[config.mk]
export PLATFORM = sky130hd
export DESIGN_NAME = ccx_rst_seq_ctl
export DESIGN_NICKNAME = d
export VERILOG_FILES = /design/src/rtl/ccx_rst_seq_ctl.sv
export SDC_FILE = /design/constraint.sdc
export NUM_CORES = 1
export LEC_CHECK = 0
export BUFFER_PORTS_ARGS = -buffer_cell sky130_fd_sc_hd__buf_2
export CORE_UTILIZATION = 44
export CTS_CLUSTER_SIZE = 20
export DETAILED_ROUTE_END_ITERATION = 6
export GPL_TIMING_DRIVEN = 1
export PLACE_DENSITY = 0.63
export SKIP_CTS_REPAIR_TIMING = 1
export SLEW_MARGIN = 10
export SYNTH_ARGS = -nofsm -noshare
export SYNTH_HDL_FRONTEND = slang
export SYNTH_SLANG_ARGS = --single-unit
export TNS_END_PERCENT = 50
[constraint.sdc]
create_clock -name rclk -period 4.07 [get_ports rclk]
set_input_delay 0.2035 -clock rclk [delete_from_list [all_inputs] [get_ports rclk]]
set_output_delay 0.2035 -clock rclk [all_outputs]
set_load 0.05 [all_outputs]
[src/rtl/ccx_rst_seq_ctl.sv]
// CCX reset / debug-init sequencer: ordered cold release of adbginit_l then rst_l, warm resets on request.
// Optional build macro CCX_RST_SYNC_EN adds 2-flop synchronizers on se_in and wrst_req.
module ccx_rst_seq_ctl #(
    parameter int HOLD_CYC = 16,
    parameter int DBG_GAP  = 4,
    parameter int CNT_W    = 8
) (
    input  logic rclk,
    input  logic rst,
    input  logic se_in,
    input  logic wrst_req,
    output logic rst_l_out,
    output logic adbginit_l_out,
    output logic se_out,
    output logic rst_done,
    output logic wrst_ack
);

    typedef enum logic [1:0] {
        ST_HOLD    = 2'd0,
        ST_DBG_REL = 2'd1,
        ST_RUN     = 2'd2,
        ST_WRST    = 2'd3
    } state_t;

    localparam logic [CNT_W-1:0] HOLD_LAST = CNT_W'(HOLD_CYC - 1);
    localparam logic [CNT_W-1:0] GAP_LAST  = CNT_W'(DBG_GAP - 1);

    state_t           state_r;
    state_t           state_nxt_s;
    logic [CNT_W-1:0] cnt_r;
    logic [CNT_W-1:0] cnt_nxt_s;
    logic             req_q_r;
    logic             se_use_s;
    logic             req_use_s;
    logic             wrst_edge_s;
    logic             rst_l_nxt_s;
    logic             adbg_nxt_s;
    logic             done_nxt_s;
    logic             ack_nxt_s;

`ifdef CCX_RST_SYNC_EN
    logic [1:0] se_sync_r;
    logic [1:0] req_sync_r;

    // two-flop synchronizers for the asynchronous test/request inputs
    always_ff @(posedge rclk or posedge rst) begin
        if (rst) begin
            se_sync_r  <= 2'b00;
            req_sync_r <= 2'b00;
        end else begin
            se_sync_r  <= {se_sync_r[0], se_in};
            req_sync_r <= {req_sync_r[0], wrst_req};
        end
    end

    assign se_use_s  = se_sync_r[1];
    assign req_use_s = req_sync_r[1];
`else
    assign se_use_s  = se_in;
    assign req_use_s = wrst_req;
`endif

    assign wrst_edge_s = req_use_s & ~req_q_r;

    // next-state and sequenced-output logic; se_out freezes everything except the ack pulse
    always_comb begin
        state_nxt_s = state_r;
        cnt_nxt_s   = cnt_r;
        rst_l_nxt_s = rst_l_out;
        adbg_nxt_s  = adbginit_l_out;
        done_nxt_s  = rst_done;
        ack_nxt_s   = 1'b0;
        if (!se_out) begin
            case (state_r)
                ST_HOLD: begin
                    if (cnt_r == HOLD_LAST) begin
                        state_nxt_s = ST_DBG_REL;
                        cnt_nxt_s   = CNT_W'(0);
                        adbg_nxt_s  = 1'b1;
                    end else begin
                        cnt_nxt_s   = cnt_r + CNT_W'(1);
                    end
                end
                ST_DBG_REL: begin
                    if (cnt_r == GAP_LAST) begin
                        state_nxt_s = ST_RUN;
                        cnt_nxt_s   = CNT_W'(0);
                        rst_l_nxt_s = 1'b1;
                        done_nxt_s  = 1'b1;
                    end else begin
                        cnt_nxt_s   = cnt_r + CNT_W'(1);
                    end
                end
                ST_RUN: begin
                    // debug-init stays released across a warm reset
                    if (wrst_edge_s) begin
                        state_nxt_s = ST_WRST;
                        cnt_nxt_s   = CNT_W'(0);
                        rst_l_nxt_s = 1'b0;
                        done_nxt_s  = 1'b0;
                    end else begin
                        cnt_nxt_s   = CNT_W'(0);
                    end
                end
                ST_WRST: begin
                    if (cnt_r == HOLD_LAST) begin
                        state_nxt_s = ST_RUN;
                        cnt_nxt_s   = CNT_W'(0);
                        rst_l_nxt_s = 1'b1;
                        done_nxt_s  = 1'b1;
                        ack_nxt_s   = 1'b1;
                    end else begin
                        cnt_nxt_s   = cnt_r + CNT_W'(1);
                    end
                end
                default: begin
                    state_nxt_s = ST_HOLD;
                    cnt_nxt_s   = CNT_W'(0);
                    rst_l_nxt_s = 1'b0;
                    adbg_nxt_s  = 1'b0;
                    done_nxt_s  = 1'b0;
                end
            endcase
        end else begin
            ack_nxt_s = 1'b0;
        end
    end

    // state, counter, request history and all registered outputs
    always_ff @(posedge rclk or posedge rst) begin
        if (rst) begin
            state_r        <= ST_HOLD;
            cnt_r          <= CNT_W'(0);
            req_q_r        <= 1'b0;
            se_out         <= 1'b0;
            rst_l_out      <= 1'b0;
            adbginit_l_out <= 1'b0;
            rst_done       <= 1'b0;
            wrst_ack       <= 1'b0;
        end else begin
            state_r        <= state_nxt_s;
            cnt_r          <= cnt_nxt_s;
            req_q_r        <= req_use_s;
            se_out         <= se_use_s;
            rst_l_out      <= rst_l_nxt_s;
            adbginit_l_out <= adbg_nxt_s;
            rst_done       <= done_nxt_s;
            wrst_ack       <= ack_nxt_s;
        end
    end

endmodule

# After elaboration in Yosys (flattened, before gate mapping)

Cells that the tools add are included.

Register bits: 15
Input bits: 4
Output and inout bits: 5
Logic and storage cells: 41

Add/subtract/negate cells: 1
Equal/unequal tests: 9
Mux-type cells: 15
Bitwise logic cells: 3
Reductions and logical operators: 6

Operators by type and width:

| kind                | number |
|---|---|
| $pmux 8 s3          | 1 |
| $mux 8              | 2 |
| $reduce_and 5->1    | 2 |
| $add 8x1->8 const B | 1 |
| $eq 8x2->1 const B  | 1 |
| $eq 8x4->1 const B  | 1 |
| $mux 2              | 4 |
| $ne 2x2->1 const B  | 4 |
| $pmux 2 s4          | 1 |
| $mux 1              | 6 |
| $eq 2x2->1 const B  | 2 |
| $pmux 1 s3          | 1 |
| $reduce_and 3->1    | 1 |
| $reduce_bool 3->1   | 1 |
| $eq 2x1->1 const B  | 1 |
| $logic_not 2->1     | 1 |
| $not 1->1           | 2 |
| $reduce_or 2->1     | 1 |
| $and 1x1->1         | 1 |

# Logic depth before layout (Yosys ltp)

Depth in word-level cells: 4
Mapped depth: 6

# Worst setup path after synthesis

OpenSTA, ideal clock, no wires.

Path type: reg-to-reg
Start: reg state_r[1]
End: reg cnt_r[4]
Setup time: 0.116 ns
Data arrival time: 1.689 ns
Data required time: 3.954 ns
Slack: 2.265 ns
Stages on the path, launching flop included: 7
Period minus slack after synthesis: 1.805 ns
Cells stage by stage: dfrtp_1 > inv_1 > ha_1 > and3b_2 > o211ai_1 > nand3b_1 > o311ai_0

Word-level cells in the longest chain between the ends: 3
Elaborated cells between the ends (all ways): 6
Those cells by class: 3 x eq/ne; 1 x mux; 2 x reduce/logical

Ends and longest elaborated chain:

| what                                          | line | text |
|---|---|---|
| start, declared                               | 29   | `state_t state_r;` |
| start signal, assigned                        | 142  | `state_r <= state_nxt_s;` |
| $eq 2x2->1 or $logic_not 2->1 (tied branches) | 75   | `case (state_r)` |
| $reduce_or 2->1 (no source line)              | -    |  |
| $pmux 8 s3 (*)                                | 75   |  |
| end signal, assigned                          | 143  | `cnt_r <= cnt_nxt_s;` |
| end, declared                                 | 31   | `logic [CNT_W-1:0] cnt_r;` |

Mark *: on every way between the ends. The rest lies on a longest branch, timed or not.
A chain may end at the register's enable or synchronous reset.

# Final worst setup path

Ends and elaborated chain as after synthesis.

==> key figures <==
Clocking
  – CTS root buf: clkbuf_4
  – CTS Buf Count: 3
  – CTS tree: done
  – Worst-Skew Late Latency: 280 ps
  – Reg clk slew, reported paths: 90 ps
  – H-tree depth: 1
  – Clk sinks: 15
  – Clock Path Buffers: 2

Yosys
  – Post-synthesis cell type count: 33
  – Multiplexer area fraction after synthesis: 0.0254
  – Yosys top cell area share: 0.423
  – Yosys reg bits: 15
  – Syn Std Cell Area: 888 sq um
  – Post-synthesis xor/xnor area fraction: 0
  – Post-synth EDFFs: 0
  – Simple-Gate Fraction of Synth Area: 0.235
  – Syn avg cell area: 9.98 sq um
  – Largest cells by area after synthesis: dfrtp_1 (42%), ha_1 (8.5%), nand3_1 (4.5%), inv_1 (3.4%), a2111oi_4 (3.1%)
  – Post-synthesis adder-cell area fraction: 0.0845
  – Yosys warns: 0
  – Synth Area in Compound Gates: 0.169
  – Post-Syn Instances: 89
  – Post-synthesis sequential area ratio: 0.423
  – Ys flop type: dfrtp_1
  – Post-Syn Nets: 99
  – Largest family of logic cells by synthesized area: simple AND/OR/NAND/NOR gates
  – Asr flop ratio synth: 1.00
  – Dominant cell type by area after synthesis: dfrtp_1

Outcome
  – Outcome: finished with violations
  – Violated checks: hold timing

Drt
  – Post-route ant nets: 0
  – DR iter-0 viols: 30
  – DRT Pass-1 Iters: 4
  – Vias per cell: 5.54
  – Routed via count: 676
  – DRC Markers: 0
  – Total length of routed wires: 1.66 mm
  – Routed WL per cell: 13.6 um

Timing
  – Hold Fails Final Rpt: 15
  – Fin crit share: 0.529
  – RSZ-0062 raised after global routing: false
  – Clock Skew: 3.31 ps
  – Setup-failing EPs final: 0
  – Hold WS: -42.6 ps
  – Worst slew pin tran: 560 ps
  – Period minus WS final: 2150 ps
  – F_max: 464 MHz
  – Max-slew headroom: 0.625
  – Final TNS setup: 0 ps
  – Fin. max-slew vios: 0

Setup path
  – CP Capture Type: register
  – Startpoint Class: register
  – Critical path's top delay family: compound AO/OA/AOI/OAI gates
  – Buf+Inv Stages, Crit Path: 1
  – Worst R2R Path Depth: 6
  – Max stage delay on crit path: 480 ps
  – Worst-path fanout max: 7
  – Critical path type: reg2reg
  – Worst path cell trace: inv_1 > ha_1 > and3b_2 > o211ai_1 > nand3b_1 > o311ai_0
  – Reg2Reg Launch Point: state_r[1]
  – Slowest CP cell: o211ai_1
  – Worst path required time: 4230 ps
  – Arrival @ worst endpoint: 2320 ps
  – Reg-to-reg endpoint: cnt_r[4]
  – R2R setup slack: 1920 ps

Global routing
  – Gr ovfl total: 0
  – First-pass GRT wire length: 2.82 mm
  – Number of global-route vias before repair: 626
  – Initial antenna violation count: 0
  – Total GRT Usage: 0.186
  – Largest net degree at the start of global routing: 17

Pwr
  – Sequential Power Share: 0.448
  – VDD IR max: 0.348 mV
  – Power, Total: 0.499 mW
  – Leak: 0.438 nW
  – Int Pwr: 0.286 mW
  – PD cells: 520 nW/um^2
  – Sw Pwr: 0.213 mW
  – Combinational Power Share: 0.383
  – Switching Share: 0.426
  – Clock Power Share: 0.168

Final layout
  – Register Area: 375 sq um
  – Multi-input logic area: 457 sq um
  – Most frequent cells in the layout: dfrtp_1 (15), inv_1 (8), nand3_1 (8), buf_2 (8), ha_1 (6)
  – Area Overhead vs Synth: 8.03%
  – Layout cells sized above 1: 0.186
  – Final-layout fill cell count: 175
  – N_diodes: 0
  – Commonest non-fill, non-tap cell in the layout: dfrtp_1
  – Final core utilization: 0.533
  – Layout Nets: 108
  – Finished Layout Cells: 122

Place
  – DP Wirelength: 1.21 mm
  – Post-placement cell count: 118
  – PortBufs: 8
  – Gp weighted congestion: 0.777

Floorplan
  – Placeable Area: 1800 sq um
  – Die Area: 2200 sq um
  – Row count: 15
  – I/O Pins: 9
  – Die Ht: 46.9 um
  – Die X: 46.9 um
  – Initial Util: 0.493

Run
  – Max-Cap Viols: 0

Hold path
  – Type of the worst min-delay path: in2async
==> cell families (layout without fill, tap and decap cells) <==
| logic type | count (synthesis) | in the layout |
|---|---|---|
| adder cells (fa/ha/maj) | 6 | 6 |
| flip-flops | 15 | 15 |
| AO/OA/AOI/OAI | 19 | 19 |
| AND/OR/NAND/NOR | 35 | 35 |
| multiplexers | 2 | 2 |
| buffers and inverters | 12 | 20 |
==> flip-flops by register name, summed over array words and instances, names as in the netlist <==
signal          flops
adbginit_l_out      1
cnt_r               8
req_q_r             1
rst_done            1
se_out              1
state_r             2
wrst_ack            1
==> Yosys cell counts (all sizes together) (3+ instances only) <==
cell   count
nor3       4
nand3      8
nand4      3
nor2       3
dfrtp     15
nand2      6
inv        8
ha         6
o21ai      4
==> metal layers <==
layer,wire length (um),track usage,vias to the layer above
li1,-,-,338
met1,807,0.246,316
met2,757,0.281,20
met3,80,0.0692,2
met4,17,0.0686,0
met5,0,0,-
==> power by group through the flow <==
stage               Clock [mW]  Combinational [mW]  Sequential, mW
floorplan                    0               0.160           0.229
global placement             0               0.188           0.224
detailed placement           0               0.191           0.227
CTS                     0.0893               0.191           0.224
global route            0.0940               0.209           0.233
finish                  0.0839               0.191           0.224
==> final cells by class <==
class | count | share of cell area
Tap cell | 25 | 0.0326
Clock buffer | 4 | 0.0274
Timing Repair Buffer | 8 | 0.0417
Sequential cell | 15 | 0.391
Multi-Input combinational cell | 62 | 0.476
Inverter | 8 | 0.0313
==> through the flow <==
step / worst slack, ps / cell area, sq um / hold slack, ps
after floorplan: 2270 / 888 / 105
after global placement: 2110 / 933 / 289
after detailed placement: 1970 / 933 / 291
after CTS: 1930 / 960 / -26.2
after global routing: 1770 / 960 / 6.57
final: 1920 / 960 / -42.6
==> worst max-delay path by stage <==
stage               endpoint  cells after the start        from  slack, ps
detailed placement  cnt_r[4]                      6  state_r[1]       1970
finish              cnt_r[4]                      6  state_r[1]       1920
CTS                 cnt_r[4]                      6  state_r[1]       1930
floorplan           cnt_r[4]                      6  state_r[1]       2270
global route        cnt_r[4]                      6  state_r[1]       1770
global placement    cnt_r[4]                      6  state_r[1]       2110
(Power assumes the default switching activity.)
